## src/rtl/sfifo_pkg.sv

```systemverilog
// Shared helpers for the pointer-based synchronous FIFO controller.
// The width helpers size the address and occupancy ports from the depth.
package sfifo_pkg;

  // Smallest legal depth; a one-entry FIFO has no use for pointers.
  localparam int MIN_DEPTH = 2;

  // Bits needed to hold the values 0..n inclusive (occupancy counter width).
  function automatic int clog2p1(input int n);
    int w;
    w = 0;
    while ((1 << w) <= n) w++;
    return (w < 1) ? 1 : w;
  endfunction

  // Bits needed to index n entries (0..n-1), never less than one.
  function automatic int addr_width(input int n);
    return (n <= 2) ? 1 : $clog2(n);
  endfunction

endpackage

```

## src/rtl/sfifo_ptr_ctrl_wrap_ctr.sv

```systemverilog
// Index counter that wraps from N-1 back to 0.
// The explicit wrap keeps non-power-of-2 depths correct.
module wrap_ctr
  import sfifo_pkg::*;
#(
  parameter int N = 2,
  localparam int W = addr_width(N)
) (
  input  logic         i_clk,
  input  logic         i_rst,
  input  logic         inc,
  input  logic         clr,
  output logic [W-1:0] value
);

  localparam logic [W-1:0] LAST = W'(N - 1);

  // Clear has priority; otherwise advance and wrap at the last entry.
  always_ff @(posedge i_clk or posedge i_rst) begin
    if (i_rst) begin
      value <= '0;
    end else if (clr) begin
      value <= '0;
    end else if (inc) begin
      value <= (value == LAST) ? '0 : value + W'(1);
    end
  end

endmodule

```

## src/rtl/sfifo_ptr_ctrl.sv

```systemverilog
// Pointer-based synchronous FIFO controller for an external array.
// Produces write/read indices, occupancy and almost-full/empty flags
// between a rdy/ack producer and consumer, with flush and an optional
// full-bypass that lets a full FIFO accept a push alongside a pop.
module sfifo_ptr_ctrl
  import sfifo_pkg::*;
#(
  parameter int NDATA     = 2,
  parameter int AFULL     = NDATA - 1,
  parameter int AEMPTY    = 1,
  parameter bit PASS_FULL = 1'b0,
  localparam int AW = addr_width(NDATA),
  localparam int CW = clog2p1(NDATA)
) (
  input  logic          i_clk,
  input  logic          i_rst,
  input  logic          src_rdy,
  output logic          src_ack,
  output logic          dst_rdy,
  input  logic          dst_ack,
  input  logic          i_flush,
  output logic          o_wen,
  output logic [AW-1:0] o_waddr,
  output logic          o_ren,
  output logic [AW-1:0] o_raddr,
  output logic [CW-1:0] o_count,
  output logic          o_afull,
  output logic          o_aempty
);

  localparam logic [CW-1:0] FULL_C   = CW'(NDATA);
  localparam logic [CW-1:0] AFULL_C  = CW'(AFULL);
  localparam logic [CW-1:0] AEMPTY_C = CW'(AEMPTY);

  if (NDATA < MIN_DEPTH || AFULL > NDATA || AEMPTY >= NDATA) begin : g_bad_params
    $error("sfifo_ptr_ctrl: illegal NDATA/AFULL/AEMPTY combination");
  end

  logic [CW-1:0] count;
  logic          full;
  logic          empty;
  logic          push;
  logic          pop;

  // Handshake decode; flush masks both sides, bypass only when full and popping.
  always_comb begin
    full    = (count == FULL_C);
    empty   = (count == '0);
    dst_rdy = !empty && !i_flush;
    pop     = dst_ack && dst_rdy;
    push    = src_rdy && !i_flush && (!full || (PASS_FULL && pop));
    src_ack = push;
    o_wen   = push;
    o_ren   = pop;
  end

  wrap_ctr #(.N(NDATA)) u_wptr (
    .i_clk (i_clk),
    .i_rst (i_rst),
    .inc   (push),
    .clr   (i_flush),
    .value (o_waddr)
  );

  wrap_ctr #(.N(NDATA)) u_rptr (
    .i_clk (i_clk),
    .i_rst (i_rst),
    .inc   (pop),
    .clr   (i_flush),
    .value (o_raddr)
  );

  // Occupancy moves only on a lone push or a lone pop; flush empties it.
  always_ff @(posedge i_clk or posedge i_rst) begin
    if (i_rst) begin
      count <= '0;
    end else if (i_flush) begin
      count <= '0;
    end else if (push && !pop) begin
      count <= count + CW'(1);
    end else if (pop && !push) begin
      count <= count - CW'(1);
    end
  end

  // Flags decode only the count register so they carry no handshake paths.
  always_comb begin
    o_count  = count;
    o_afull  = (count >= AFULL_C);
    o_aempty = (count <= AEMPTY_C);
  end

endmodule

```

## config.mk

```make
export PLATFORM = sky130hd
export DESIGN_NAME = sfifo_ptr_ctrl
export DESIGN_NICKNAME = d
export VERILOG_FILES = /design/src/rtl/sfifo_pkg.sv /design/src/rtl/sfifo_ptr_ctrl_wrap_ctr.sv /design/src/rtl/sfifo_ptr_ctrl.sv
export SDC_FILE = /design/constraint.sdc
export NUM_CORES = 1
export LEC_CHECK = 0
export ABC_AREA = 1
export BUFFER_PORTS_ARGS = -buffer_cell sky130_fd_sc_hd__buf_2
export CAP_MARGIN = 20
export CELL_PAD_IN_SITES_DETAIL_PLACEMENT = 2
export CELL_PAD_IN_SITES_GLOBAL_PLACEMENT = 2
export CORE_MARGIN = 2
export CORE_UTILIZATION = 22
export CTS_CLUSTER_DIAMETER = 50
export DETAILED_ROUTE_END_ITERATION = 7
export MAX_ROUTING_LAYER = met4
export PLACE_DENSITY_LB_ADDON = 0.1
export SLEW_MARGIN = 40
export SYNTH_ARGS = -nofsm -noshare
export SYNTH_HDL_FRONTEND = slang
export SYNTH_SLANG_ARGS = --single-unit
```

## constraint.sdc

```tcl
create_clock -name i_clk -period 2.5 [get_ports i_clk]
set_clock_uncertainty 0.05 [all_clocks]
set_input_delay 0.375 -clock i_clk [delete_from_list [all_inputs] [get_ports i_clk]]
set_output_delay 0.375 -clock i_clk [all_outputs]
set_load 0.02 [all_outputs]
```

## Word level (Yosys, flattened, before mapping)

Index checks and enable logic that the tools add are counted.

- Register bits: 4
- Bits in latches: 0
- Bits in writable memories: 0
- Memory bits (read-only): 0
- Bits of input ports: 5
- Word-level logic and storage cells: 34
- Memories kept: 0

- Add/subtract/negate cells: 4
- Multipliers: 0
- Div/mod/pow operators: 0
- Magnitude comparators: 2
- Equal/unequal tests: 1
- Shift operators: 0
- Mux-type cells: 9
- Bitwise operators: 0
- Reduce and logical (&&, ||, !) cells: 15

Operators with widths:

| kind | count |
|---|---|
| logical AND 1 bit | 6 |
| 2-to-1 mux 1 bit | 6 |
| 2-to-1 mux 2 bit | 3 |
| zero test 1 bit | 5 |
| nonzero test 2 bit | 2 |
| nonzero test 3 bit | 1 |
| adder 1 bit (second input constant) | 2 |
| adder 2 x 1 -> 2 bit (second input constant) | 1 |
| equality test 2 bit (second input constant) | 1 |
| greater-or-equal comparator 2 x 1 -> 1 bit (second input constant) | 1 |
| less-or-equal comparator 2 x 1 -> 1 bit (second input constant) | 1 |
| zero test 2 bit | 1 |
| subtractor 2 x 1 -> 2 bit (second input constant) | 1 |

## Longest topological paths before layout

Gate-level depths: netlist of the first run.

- Word-level depth: 8
- Depth in mapped cells: 10
- Depth with buffers taken out: 10

## Cells and area by module

Synthesis of the first run repeated with hierarchy kept, for this count alone.

- Cells, all modules: 47
- Area total of the unflattened synthesis: 320.3 µm²

Modules (own cells, without submodules):

| module | instances | cells each | area each (µm²) | sequential area each (µm²) |
|---|---|---|---|---|
| sfifo_ptr_ctrl | 1 | 33 | 225.2 | 50.0 |
| wrap_ctr | 2 | 7 | 47.5 | 25.0 |

## Least setup slack after synthesis of the first run

OpenSTA, ideal clock, no wires.

- Kind: register to output
- Start point: register count[0] (netlist: o_count[0])
- End point: output port src_ack
- Arrival time: 1.405 ns
- Data required time: 2.075 ns
- Slack: 0.670 ns
- Cell stages (with the launch flop): 7
- Path through: dfrtp_1 > inv_1 > ha_1 > inv_1 > nand2_1 > nor2_2 > buf_4

- Word-level cells in the longest chain between the ends: 3

RTL lines:

| item | line | RTL |
|---|---|---|
| start, declared | sfifo_ptr_ctrl.sv:39 | `logic [CW-1:0] count;` |
| start signal, assigned | sfifo_ptr_ctrl.sv:80 | `count <= count + CW'(1);` |
| start signal, assigned | sfifo_ptr_ctrl.sv:82 | `count <= count - CW'(1);` |
| equality test 2 bit | sfifo_ptr_ctrl.sv:47 | `full = (count == FULL_C);` |
| zero test 1 bit | sfifo_ptr_ctrl.sv:51 | `push = src_rdy && !i_flush && (!full \|\| (PASS_FULL && pop));` |
| logical AND 1 bit | sfifo_ptr_ctrl.sv:51 |  |
| end, declared | sfifo_ptr_ctrl.sv:18 | `output logic src_ack,` |

Every way passes these cells.

## Final worst setup path of the first run

- Start point: register count[0] (netlist: o_count[0])
- End point: output port o_wen

- Word-level cells in the longest chain between the ends: 3

RTL lines:

| item | line | RTL |
|---|---|---|
| equality test 2 bit | sfifo_ptr_ctrl.sv:47 |  |
| zero test 1 bit | sfifo_ptr_ctrl.sv:51 |  |
| logical AND 1 bit | sfifo_ptr_ctrl.sv:51 |  |
| end, declared | sfifo_ptr_ctrl.sv:22 | `output logic o_wen,` |

Every way passes these cells.

==> impl_metrics.py, run 1 <==
metrics = {
    "clocking": {
        "ctsRootBufferMaster": "clkbuf_4",
        "clockBufferDepth": 2,
        "cts_buffers": 3,
        "cts_tree": "yes",
        "clk_latency_ns": 0.23,
        "htree_levels": 1,
        "cts_sinks": 4,
        "cts_resized": 0,
        "cts.clk_slew.worst_paths_ns": 0.04,
    },
    "power_and_ir_drop": {
        "p_int_mw": 0.243,
        "power_frac_seq_pct": 23.6,
        "switching_power_mw": 0.240,
        "pwr-share-comb_pct": 60.4,
        "swShare_pct": 49.6,
        "powerDensity_nw_per_um2": 1140,
        "leakagePower_nw": 0.263,
        "pwr-share-clk_pct": 16.1,
        "ir_worst_vdd_uv": 307,
    },
    "yosys": {
        "synth_fa_ha_area_share_pct": 16.2,
        "synthSimpleGateAreaFrac_pct": 30.8,
        "ys_ff_latch": 4,
        "synth-seq-area-share_pct": 32.4,
        "ys_warn_count": 0,
        "netlist_instances": 42,
        "synth_cell_type_count": 14,
        "synth_fp_nets": 51,
        "syn_area_per_cell_sq_um": 7.36,
        "synth_top_family_by_area": "simple AND/OR/NAND/NOR gates",
        "yosys.area_share.xor_xnor_pct": 2.83,
        "synth_mux_area_share_pct": 0,
        "synth_compound_area_share_pct": 3.24,
        "netlist_area_sq_um": 309,
    },
    "run_status": {
        "status": "complete, no violations",
    },
    "floorplanning": {
        "rows": 13,
        "start_util_pct": 23.7,
        "core_area_sq_um": 1300,
        "die_h_um": 41.5,
        "fp.dieW_um": 41.5,
        "ios": 15,
        "die_area_sq_um": 1720,
    },
    "detailed_routing": {
        "drc": 0,
        "vias": 311,
        "ant_nets": 0,
        "first_iter_violations": 0,
        "firstDrtPassIters": 1,
        "drt_wl_total_um": 784,
        "vias_per_cell": 4.20,
        "routedWlPerCell_um": 10.6,
    },
    "setup_path": {
        "worstPathRequired_ns": 2.08,
        "start_kind": "flip-flop",
        "path_common_cell": "inv_1",
        "crit_slowest_cell": "dfrtp_1",
        "path_buf_inv": 3,
        "arrival_ns": 1.44,
        "worst-setup-path-type": "flip-flop to output pin",
        "r2r_slack_ns": 1.00,
        "cp_max_fo": 4,
        "slowest_delay_ns": 0.37,
        "critPathCaptureType": "output pin",
        "crit_chain": "inv_1 > ha_1 > inv_1 > nand2_1 > nor2_2 > buf_2",
        "critPathTopFamily": "flip-flops",
    },
    "finish": {
        "final_cell_mix": "14 x buf_2, 8 x nand2_1, 7 x inv_1",
        "antenna_cells": 0,
        "layout-drive-gt1-share_pct": 44.1,
        "nets": 70,
        "syn_to_final_growth_pct": 36.8,
        "final_common_cell": "buf_2",
        "post-route-util_pct": 32.5,
    },
    "global_routing": {
        "grt_overflow": 0,
        "grt_pass1_wl_um": 1390,
        "grt_pass1_vias": 342,
        "grt_usage_pct": 10.8,
        "antenna_found_initial": 0,
        "grt_max_degree": 5,
    },
    "placed_design": {
        "place_congestion": 0.633,
        "portBuffers": 14,
        "place_hpwl_um": 681,
    },
    "timing": {
        "timing.fmax_mhz": 537,
        "setup_viol": 0,
        "slew_headroom_pct": 87.6,
        "worstMarginPinSlew_ns": 0.185,
        "min_period_ns": 1.86,
        "final_hold_viol_count": 0,
        "rsz0062_at_grt": "false",
        "finalCritPeriodShare_pct": 74.5,
        "slew_viol_final": 0,
        "fin_setup_tns_ns": 0,
    },
    "run": {
        "maxCapViolCount": 0,
    },
    "min_path": {
        "hp-class": "input pin to flip-flop",
    },
}
flip-flops by register name, summed over array words and instances (netlist names):
register	cells
u_rptr.value	1
u_wptr.value	1
o_count	2
synthesized netlist by cell type:
master	n	area (sq um)
nand3_1	4	20.0
nor2_1	2	7.51
nor2_2	2	12.5
buf_4	1	7.51
dfrtp_1	4	100
nand2_1	8	30.0
nand2_2	3	18.8
o21ai_1	1	5.00
or2_2	1	6.26
a21oi_1	1	5.00
inv_1	7	26.3
xor2_1	1	8.76
inv_2	3	11.3
ha_1	4	50.1
cells by family (layout without fill, tap and decap cells):
logic type | after synthesis | in the layout
AND/OR/NAND/NOR | 20 | 20
flip-flops | 4 | 4
adder cells (fa/ha/maj) | 4 | 4
AO/OA/AOI/OAI | 2 | 2
buffers and inverters | 11 | 28
XOR/XNOR | 1 | 1
worst register-to-register path, stage by stage, from the launching register on:
cell	delay [ns]
dfrtp_1	0.37
inv_1	0.10
ha_1	0.20
inv_1	0.07
nand2_1	0.08
nor2_2	0.18
nand2_2	0.09
nand2_2	0.10
inv_2	0.04
nand2_1	0.06
nand2_1	0.05
path summary, 6_finish.rpt:
path,from,endpoint,cells past startpoint
hold reg to reg,u_rptr.value,u_rptr.value,1
setup reg to reg,o_count[0],o_count[1],10
max in group asynchronous,i_rst,u_wptr.value,3
hold / removal,i_flush,u_wptr.value,2
setup / recovery,o_count[0],o_wen,6
min in group asynchronous,i_rst,o_count[1],3
layout make-up:
cell class / count / area (sq um)
clock buffers: 3 / 22.5
multi-input cells: 27 / 164
inverters: 10 / 37.5
fillers: 180 / 878
well taps: 15 / 18.8
repair buffers: 15 / 80.1
flip-flops and latches: 4 / 100
layer usage:
layer / vias to the layer above / share of wire [%] / wire, um / global-route usage (%)
met5: - / 0 / 0 / -
met4: 0 / 0 / 0 / 7.74
met3: 0 / 1.5 / 12 / 2.61
met2: 5 / 56 / 440 / 19.4
met1: 150 / 42 / 331 / 9.87
li1: 156 / - / - / -
repair_timing:
action,in CTS,in global routing
hold buffers,1,0
setup buffers,0,0
endpoints found under the hold margin,4,0
through the flow:
step | power, mW | hold WS (ns) | area [sq um] | setup WS, ns | instances
final | 0.483 | 0.335 | 423 | 0.637 | 74
after global routing | 0.537 | 0.334 | 423 | 0.492 | 74
after CTS | 0.497 | 0.339 | 423 | 0.605 | 74
after detailed placement | 0.412 | 0.212 | 390 | 0.858 | 70
after global placement | 0.404 | 0.208 | 390 | 0.918 | 70
after floorplan | 0.319 | 0.0911 | 309 | 0.670 | 42
power groups by stage:
stage               Clock, mW  Sequential (mW)  Combinational [mW]
detailed placement          0            0.115               0.297
CTS                    0.0829            0.115               0.300
floorplan                   0            0.146               0.173
finish                 0.0775            0.114               0.291
global placement            0            0.113               0.290
global route           0.0919            0.120               0.325
Note: power is estimated with default switching activity, not from simulation.
==> run 2: changes to the inputs <==
--- a/config.mk
+++ b/config.mk
@@ -5,13 +5,13 @@
 export SDC_FILE = /design/constraint.sdc
 export NUM_CORES = 1
 export LEC_CHECK = 0
-export ABC_AREA = 1
+export ABC_AREA = 0
 export BUFFER_PORTS_ARGS = -buffer_cell sky130_fd_sc_hd__buf_2
 export CAP_MARGIN = 20
 export CELL_PAD_IN_SITES_DETAIL_PLACEMENT = 2
 export CELL_PAD_IN_SITES_GLOBAL_PLACEMENT = 2
 export CORE_MARGIN = 2
-export CORE_UTILIZATION = 22
+export CORE_UTILIZATION = 23
 export CTS_CLUSTER_DIAMETER = 50
 export DETAILED_ROUTE_END_ITERATION = 7
 export MAX_ROUTING_LAYER = met4
==> constraint.sdc (replaced) <==
create_clock -name i_clk -period 1.8 [get_ports i_clk]
set_clock_uncertainty 0.05 [all_clocks]
set_input_delay 0.27 -clock i_clk [delete_from_list [all_inputs] [get_ports i_clk]]
set_output_delay 0.27 -clock i_clk [all_outputs]
set_load 0.02 [all_outputs]
==> run 2 against run 1 <==
Effect of this change: setup slack got worse by 0.52 ns; synthesized cell count fell by 26%; final cell count shrank 15%; total power up 39%; via count decreased by 16%; first-iteration DRC count rose by 1; critical path depth decreased by 1; sequential share of layout area rose by 0.070 points; critical endpoint unchanged; wire length shrank 13%; sequential power rose by 32%; register-to-register slack worse by 0.87 ns; die area decreased by 3.2%; critical path type unchanged.
==> impl_metrics.py, run 2 <==
metrics = {
    "run_status": {
        "status": "complete, no violations",
    },
    "finish": {
        "nets": 59,
        "final_cell_mix": "14 x buf_2, 6 x nor2_1, 4 x inv_1, 4 x ha_1, 4 x dfrtp_1",
        "final_common_cell": "buf_2",
        "largest_reg_flops": 2,
        "antenna_cells": 0,
        "instances_no_fill": 63,
        "layout-drive-gt1-share_pct": 43.8,
        "syn_to_final_growth_pct": 35.3,
        "post-route-util_pct": 32.8,
    },
    "clocking": {
        "cts_sinks": 4,
        "ctsRootBufferMaster": "clkbuf_4",
        "clockBufferDepth": 2,
        "cts.clk_slew.worst_paths_ns": 0.04,
        "clk_latency_ns": 0.23,
        "htree_levels": 1,
        "cts_buffers": 3,
        "cts_resized": 0,
        "cts_tree": "yes",
    },
    "power_and_ir_drop": {
        "p_int_mw": 0.367,
        "power_frac_seq_pct": 22.5,
        "pwr-share-clk_pct": 15.8,
        "pwr-share-comb_pct": 61.7,
        "leakagePower_nw": 0.237,
        "ir_worst_vdd_uv": 505,
        "powerDensity_nw_per_um2": 1600,
        "switching_power_mw": 0.306,
        "swShare_pct": 45.4,
    },
    "global_routing": {
        "grt_max_degree": 11,
        "grt_pass1_vias": 273,
        "grt_usage_pct": 10.5,
        "antenna_found_initial": 0,
        "grt_pass1_wl_um": 1100,
        "grt_overflow": 0,
    },
    "run": {
        "maxCapViolCount": 0,
    },
    "yosys": {
        "syn_area_per_cell_sq_um": 10.0,
        "netlist_instances": 31,
        "netlist_top_cells_area": "dfrtp_1 32%, ha_1 16%, nor2_1 7.2%",
        "async_flop_share_pct": 100,
        "ys_ff_latch": 4,
        "synth-seq-area-share_pct": 32.1,
        "netlist_area_sq_um": 312,
        "synth_cell_type_count": 16,
        "synthTopCellsByCount": "6 x nor2_1, 4 x dfrtp_1, 4 x ha_1, 4 x inv_1, 2 x xnor2_1",
        "synth_edf_count": 0,
        "synth_top_cell_by_area": "dfrtp_1",
        "dominantRegCellSynth": "dfrtp_1",
        "synth_fp_nets": 40,
        "yosysTopAreaCellShare_pct": 32.1,
        "synth_most_common_cell": "nor2_1",
        "ys_warn_count": 0,
    },
    "timing": {
        "fin_setup_tns_ns": 0,
        "min_period_ns": 1.69,
        "final_hold_viol_count": 0,
        "finalCritPeriodShare_pct": 93.6,
        "slew_headroom_pct": 85.2,
        "hold_slack_ns": 0.275,
        "slew_viol_final": 0,
        "worstMarginPinSlew_ns": 0.218,
        "setup_viol": 0,
        "timing.fmax_mhz": 593,
        "rsz0062_at_grt": "false",
    },
    "detailed_routing": {
        "drt_wl_total_um": 681,
        "vias": 261,
        "drc": 0,
        "ant_nets": 0,
        "first_iter_violations": 1,
        "vias_per_cell": 4.14,
        "firstDrtPassIters": 3,
        "routedWlPerCell_um": 10.8,
    },
    "floorplanning": {
        "start_util_pct": 24.2,
        "die_area_sq_um": 1670,
        "core_area_sq_um": 1280,
        "die_h_um": 40.8,
        "fp.dieW_um": 40.8,
        "rows": 13,
        "ios": 15,
    },
    "placed_design": {
        "placed_cells": 58,
        "place_hpwl_um": 603,
        "place_congestion": 0.738,
        "portBuffers": 14,
    },
    "setup_path": {
        "start_kind": "flip-flop",
        "arrival_ns": 1.37,
        "worstPathRequired_ns": 1.48,
        "worst-setup-path-type": "flip-flop to output pin",
        "r2r_slack_ns": 0.13,
        "critPathCaptureType": "output pin",
        "cp_max_fo": 4,
    },
    "min_path": {
        "hp-class": "input pin to flip-flop",
    },
}
-- run 2: cell count changes after synthesis, sizes merged, moves of 2 or more --
| cell | change |
|---|---|
| nand3 | -4 |
| xnor2 | +2 |
| nor2 | +2 |
| nand2 | -11 |
| nand2b | +2 |
| inv | -6 |
-- run 2: worst paths after layout --
check | from | endpoint | depth (start not counted)
setup / recovery | o_count[0] | o_wen | 5
hold / removal | i_flush | u_wptr.value | 2
setup reg to reg | o_count[0] | o_count[0] | 6
hold reg to reg | u_rptr.value | u_rptr.value | 2
max in group asynchronous | i_rst | u_wptr.value | 3
min in group asynchronous | i_rst | o_count[0] | 3
-- run 2: kinds of logic after synthesis --
logic type / Yosys count / share of synthesized area (%)
compound gates: 1 / 2.81
buf+inv: 6 / 10.8
xor+xnor: 3 / 8.44
mux: 1 / 3.61
flops: 4 / 32.1
fa+ha+maj: 4 / 16.1
simple gates: 12 / 26.1
-- run 2: area by class of cell --
cell class / instances / area, sq um
fillers: 154 / 863
multi-input cells: 21 / 178
flip-flops and latches: 4 / 100
repair buffers: 16 / 87.6
clock buffers: 3 / 22.5
well taps: 15 / 18.8
inverters: 4 / 15.0
-- run 2: metrics by stage --
stage          setup WS, ns  total power, mW  cell area, sq um
2_1_floorplan         0.121            0.449               312
6_report              0.115            0.673               422
5_1_grt              0.0205            0.745               422
3_3_place_gp          0.247            0.557               382
4_1_cts              0.0795            0.692               422
3_5_place_dp          0.183            0.570               382
-- run 2: per-layer routing --
layer | vias to the layer above | GRT usage, % | share of wire [%]
met4 | 0 | 5.00 | 0
li1 | 131 | - | -
met5 | - | - | 0
met3 | 0 | 3.26 | 5.1
met2 | 7 | 17.6 | 55
met1 | 123 | 11.2 | 39
-- run 2: worst max-delay path, cell delays in order (launching register included) --
cell     delay [ns]
dfrtp_1        0.37
inv_1          0.10
ha_1           0.24
nor2b_4        0.11
and2b_2        0.15
buf_2          0.16
-- run 2: what timing repair did --
action                     4_1_cts  5_1_grt
hold endpoints to repair         4        0
setup buffers                    1        0
setup endpoints to repair        2        0
hold buffers                     1        0
-- run 2: power by group through the flow --
stage / clock network, mW / registers, mW / logic [mW]
2_1_floorplan: 0 / 0.192 / 0.257
3_3_place_gp: 0 / 0.151 / 0.406
3_5_place_dp: 0 / 0.154 / 0.416
4_1_cts: 0.111 / 0.153 / 0.427
5_1_grt: 0.121 / 0.157 / 0.468
6_report: 0.106 / 0.151 / 0.415
==> run 3: changes to the inputs <==
==> constraint.sdc (replaced) <==
create_clock -name i_clk -period 1.8 [get_ports i_clk]
set_clock_uncertainty 0.05 [all_clocks]
set_input_delay 0.27 -clock i_clk [delete_from_list [all_inputs] [get_ports i_clk]]
set_output_delay 0.27 -clock i_clk [all_outputs]
set_load 0.05 [all_outputs]
==> run 3 against run 2 <==
Effect of this change: flip-flop and latch count did not move; via count rose by 5.0%; first-iteration DRC count fell by 100%; clock power grew 13%; highest routed layer unchanged; non-clock buffer count stayed put; final cell count rose by 1.6%; clock-buffer cell count rose by 1; combinational power increased by 48%; register-to-register slack improved by 0.03 ns; hold slack gained 0.013 ns.
==> impl_metrics.py, run 3 (synthesis results as in run 2) <==
metrics = {
    "setup_path": {
        "r2r_slack_ns": 0.16,
        "start_kind": "flip-flop",
        "critPathCaptureType": "output pin",
        "worstPathRequired_ns": 1.48,
        "r2r-end": "o_count[0]",
        "r2r-start": "o_count[0]",
        "arrival_ns": 1.40,
        "cp_max_fo": 5,
        "startpoint": "o_count[1]",
        "rr_worst_depth": 6,
        "worst-setup-path-type": "flip-flop to output pin",
    },
    "global_routing": {
        "busiest_layer": "met2",
        "grt_usage_pct": 10.7,
        "grt_pass1_vias": 267,
        "grt_max_degree": 11,
        "gr-usage-met3_pct": 4.89,
        "met2_usage_pct": 18.4,
        "grt_overflow": 0,
        "met1_usage_pct": 11.1,
        "grt_pass1_wl_um": 1100,
        "antenna_found_initial": 0,
    },
    "power_and_ir_drop": {
        "powerDensity_nw_per_um2": 2000,
        "ir_worst_vdd_uv": 553,
        "leakagePower_nw": 0.233,
    },
    "min_path": {
        "min_from": "i_flush",
        "hold_depth": 2,
        "min_to": "u_wptr.value",
        "hp-class": "input pin to flip-flop",
    },
    "detailed_routing": {
        "drc": 0,
        "routedWlPerCell_um": 10.9,
        "drt_wl_total_um": 695,
        "vias": 274,
        "ant_nets": 0,
        "vias_per_cell": 4.28,
        "firstDrtPassIters": 1,
        "first_iter_violations": 0,
    },
    "placed_design": {
        "portBuffers": 14,
        "place_hpwl_um": 609,
        "place_congestion": 0.669,
    },
    "floorplanning": {
        "core_area_sq_um": 1280,
        "ios": 15,
        "die_h_um": 40.8,
        "fp.dieW_um": 40.8,
        "start_util_pct": 24.2,
        "rows": 13,
        "die_area_sq_um": 1670,
    },
    "timing": {
        "worstMarginPinSlew_ns": 0.268,
        "final_hold_viol_count": 0,
        "setup_viol": 0,
        "rsz0062_at_grt": "false",
        "slew_viol_final": 0,
        "min_period_ns": 1.72,
        "finalCritPeriodShare_pct": 95.4,
        "hold_slack_ns": 0.288,
        "timing.fmax_mhz": 583,
        "fin_setup_tns_ns": 0,
        "slew_headroom_pct": 81.9,
    },
    "clocking": {
        "cts_tree": "yes",
        "cts.clk_slew.worst_paths_ns": 0.04,
        "clockBufferDepth": 2,
        "cts_sinks": 4,
        "clk_latency_ns": 0.23,
        "ctsRootBufferMaster": "clkbuf_4",
        "htree_levels": 1,
        "cts_buffers": 3,
    },
    "run_status": {
        "status": "complete, no violations",
    },
    "finish": {
        "nets": 59,
        "final_cell_mix": "11 x buf_2, 4 x nor2_1, 4 x clkbuf_4",
        "antenna_cells": 0,
        "layout-drive-gt1-share_pct": 55.1,
        "largest_reg_flops": 2,
        "final_common_cell": "buf_2",
        "syn_to_final_growth_pct": 42.6,
    },
    "run": {
        "maxCapViolCount": 0,
    },
}
## run 3: worst max-delay path by stage
stage          slack [ns]         end
6_report             0.08       o_ren
5_1_grt              0.01       o_ren
4_1_cts              0.02       o_ren
3_5_place_dp         0.18  o_count[0]
3_3_place_gp         0.21       o_wen
2_1_floorplan        0.02     src_ack
## run 3: timing repair
action / in CTS / in global routing
hold endpoints to repair: 4 / 0
setup endpoints to repair: 2 / 1
resized for setup: 2 / 2
hold buffers: 1 / 0
setup buffers: 1 / 0
## run 3: final cells by class
cell class	count	area, sq um
Clock buffer	4	26.3
Inverter	4	15.0
Sequential cell	4	103
Tap cell	15	18.8
Fill cell	148	841
Timing Repair Buffer	16	95.1
Multi-Input combinational cell	21	186
## run 3: metal layers
metal | routed length, um | up-vias
li1 | - | 133
met1 | 266 | 130
met2 | 372 | 11
met3 | 57 | 0
met4 | 0 | 0
met5 | 0 | -
## run 3: per-stage QoR
step | utilization (%) | instance area (sq um) | total power [mW] | worst slack (ns) | cells
final | 34.6 | 444 | 0.890 | 0.0834 | 64
after global routing | 34.6 | 444 | 0.963 | 0.0114 | 64
after CTS | 34.2 | 439 | 0.907 | 0.0200 | 64
after detailed placement | 30.4 | 390 | 0.766 | 0.178 | 58
after global placement | 30.4 | 390 | 0.751 | 0.206 | 58
after floorplan | - | 328 | 0.648 | 0.0210 | 31
## run 3: worst max-delay path: stages, from the launching register on
cell,delay [ns]
dfrtp_2,0.41
inv_1,0.13
ha_2,0.22
nand2b_4,0.16
nor2_2,0.03
clkbuf_4,0.21
## run 3: power by group
part           internal, mW  total [mW]  switching [mW]  leakage, nW
combinational         0.183       0.614           0.431        0.169
sequential            0.127       0.156          0.0287       0.0500
clock                0.0832       0.120          0.0367       0.0150
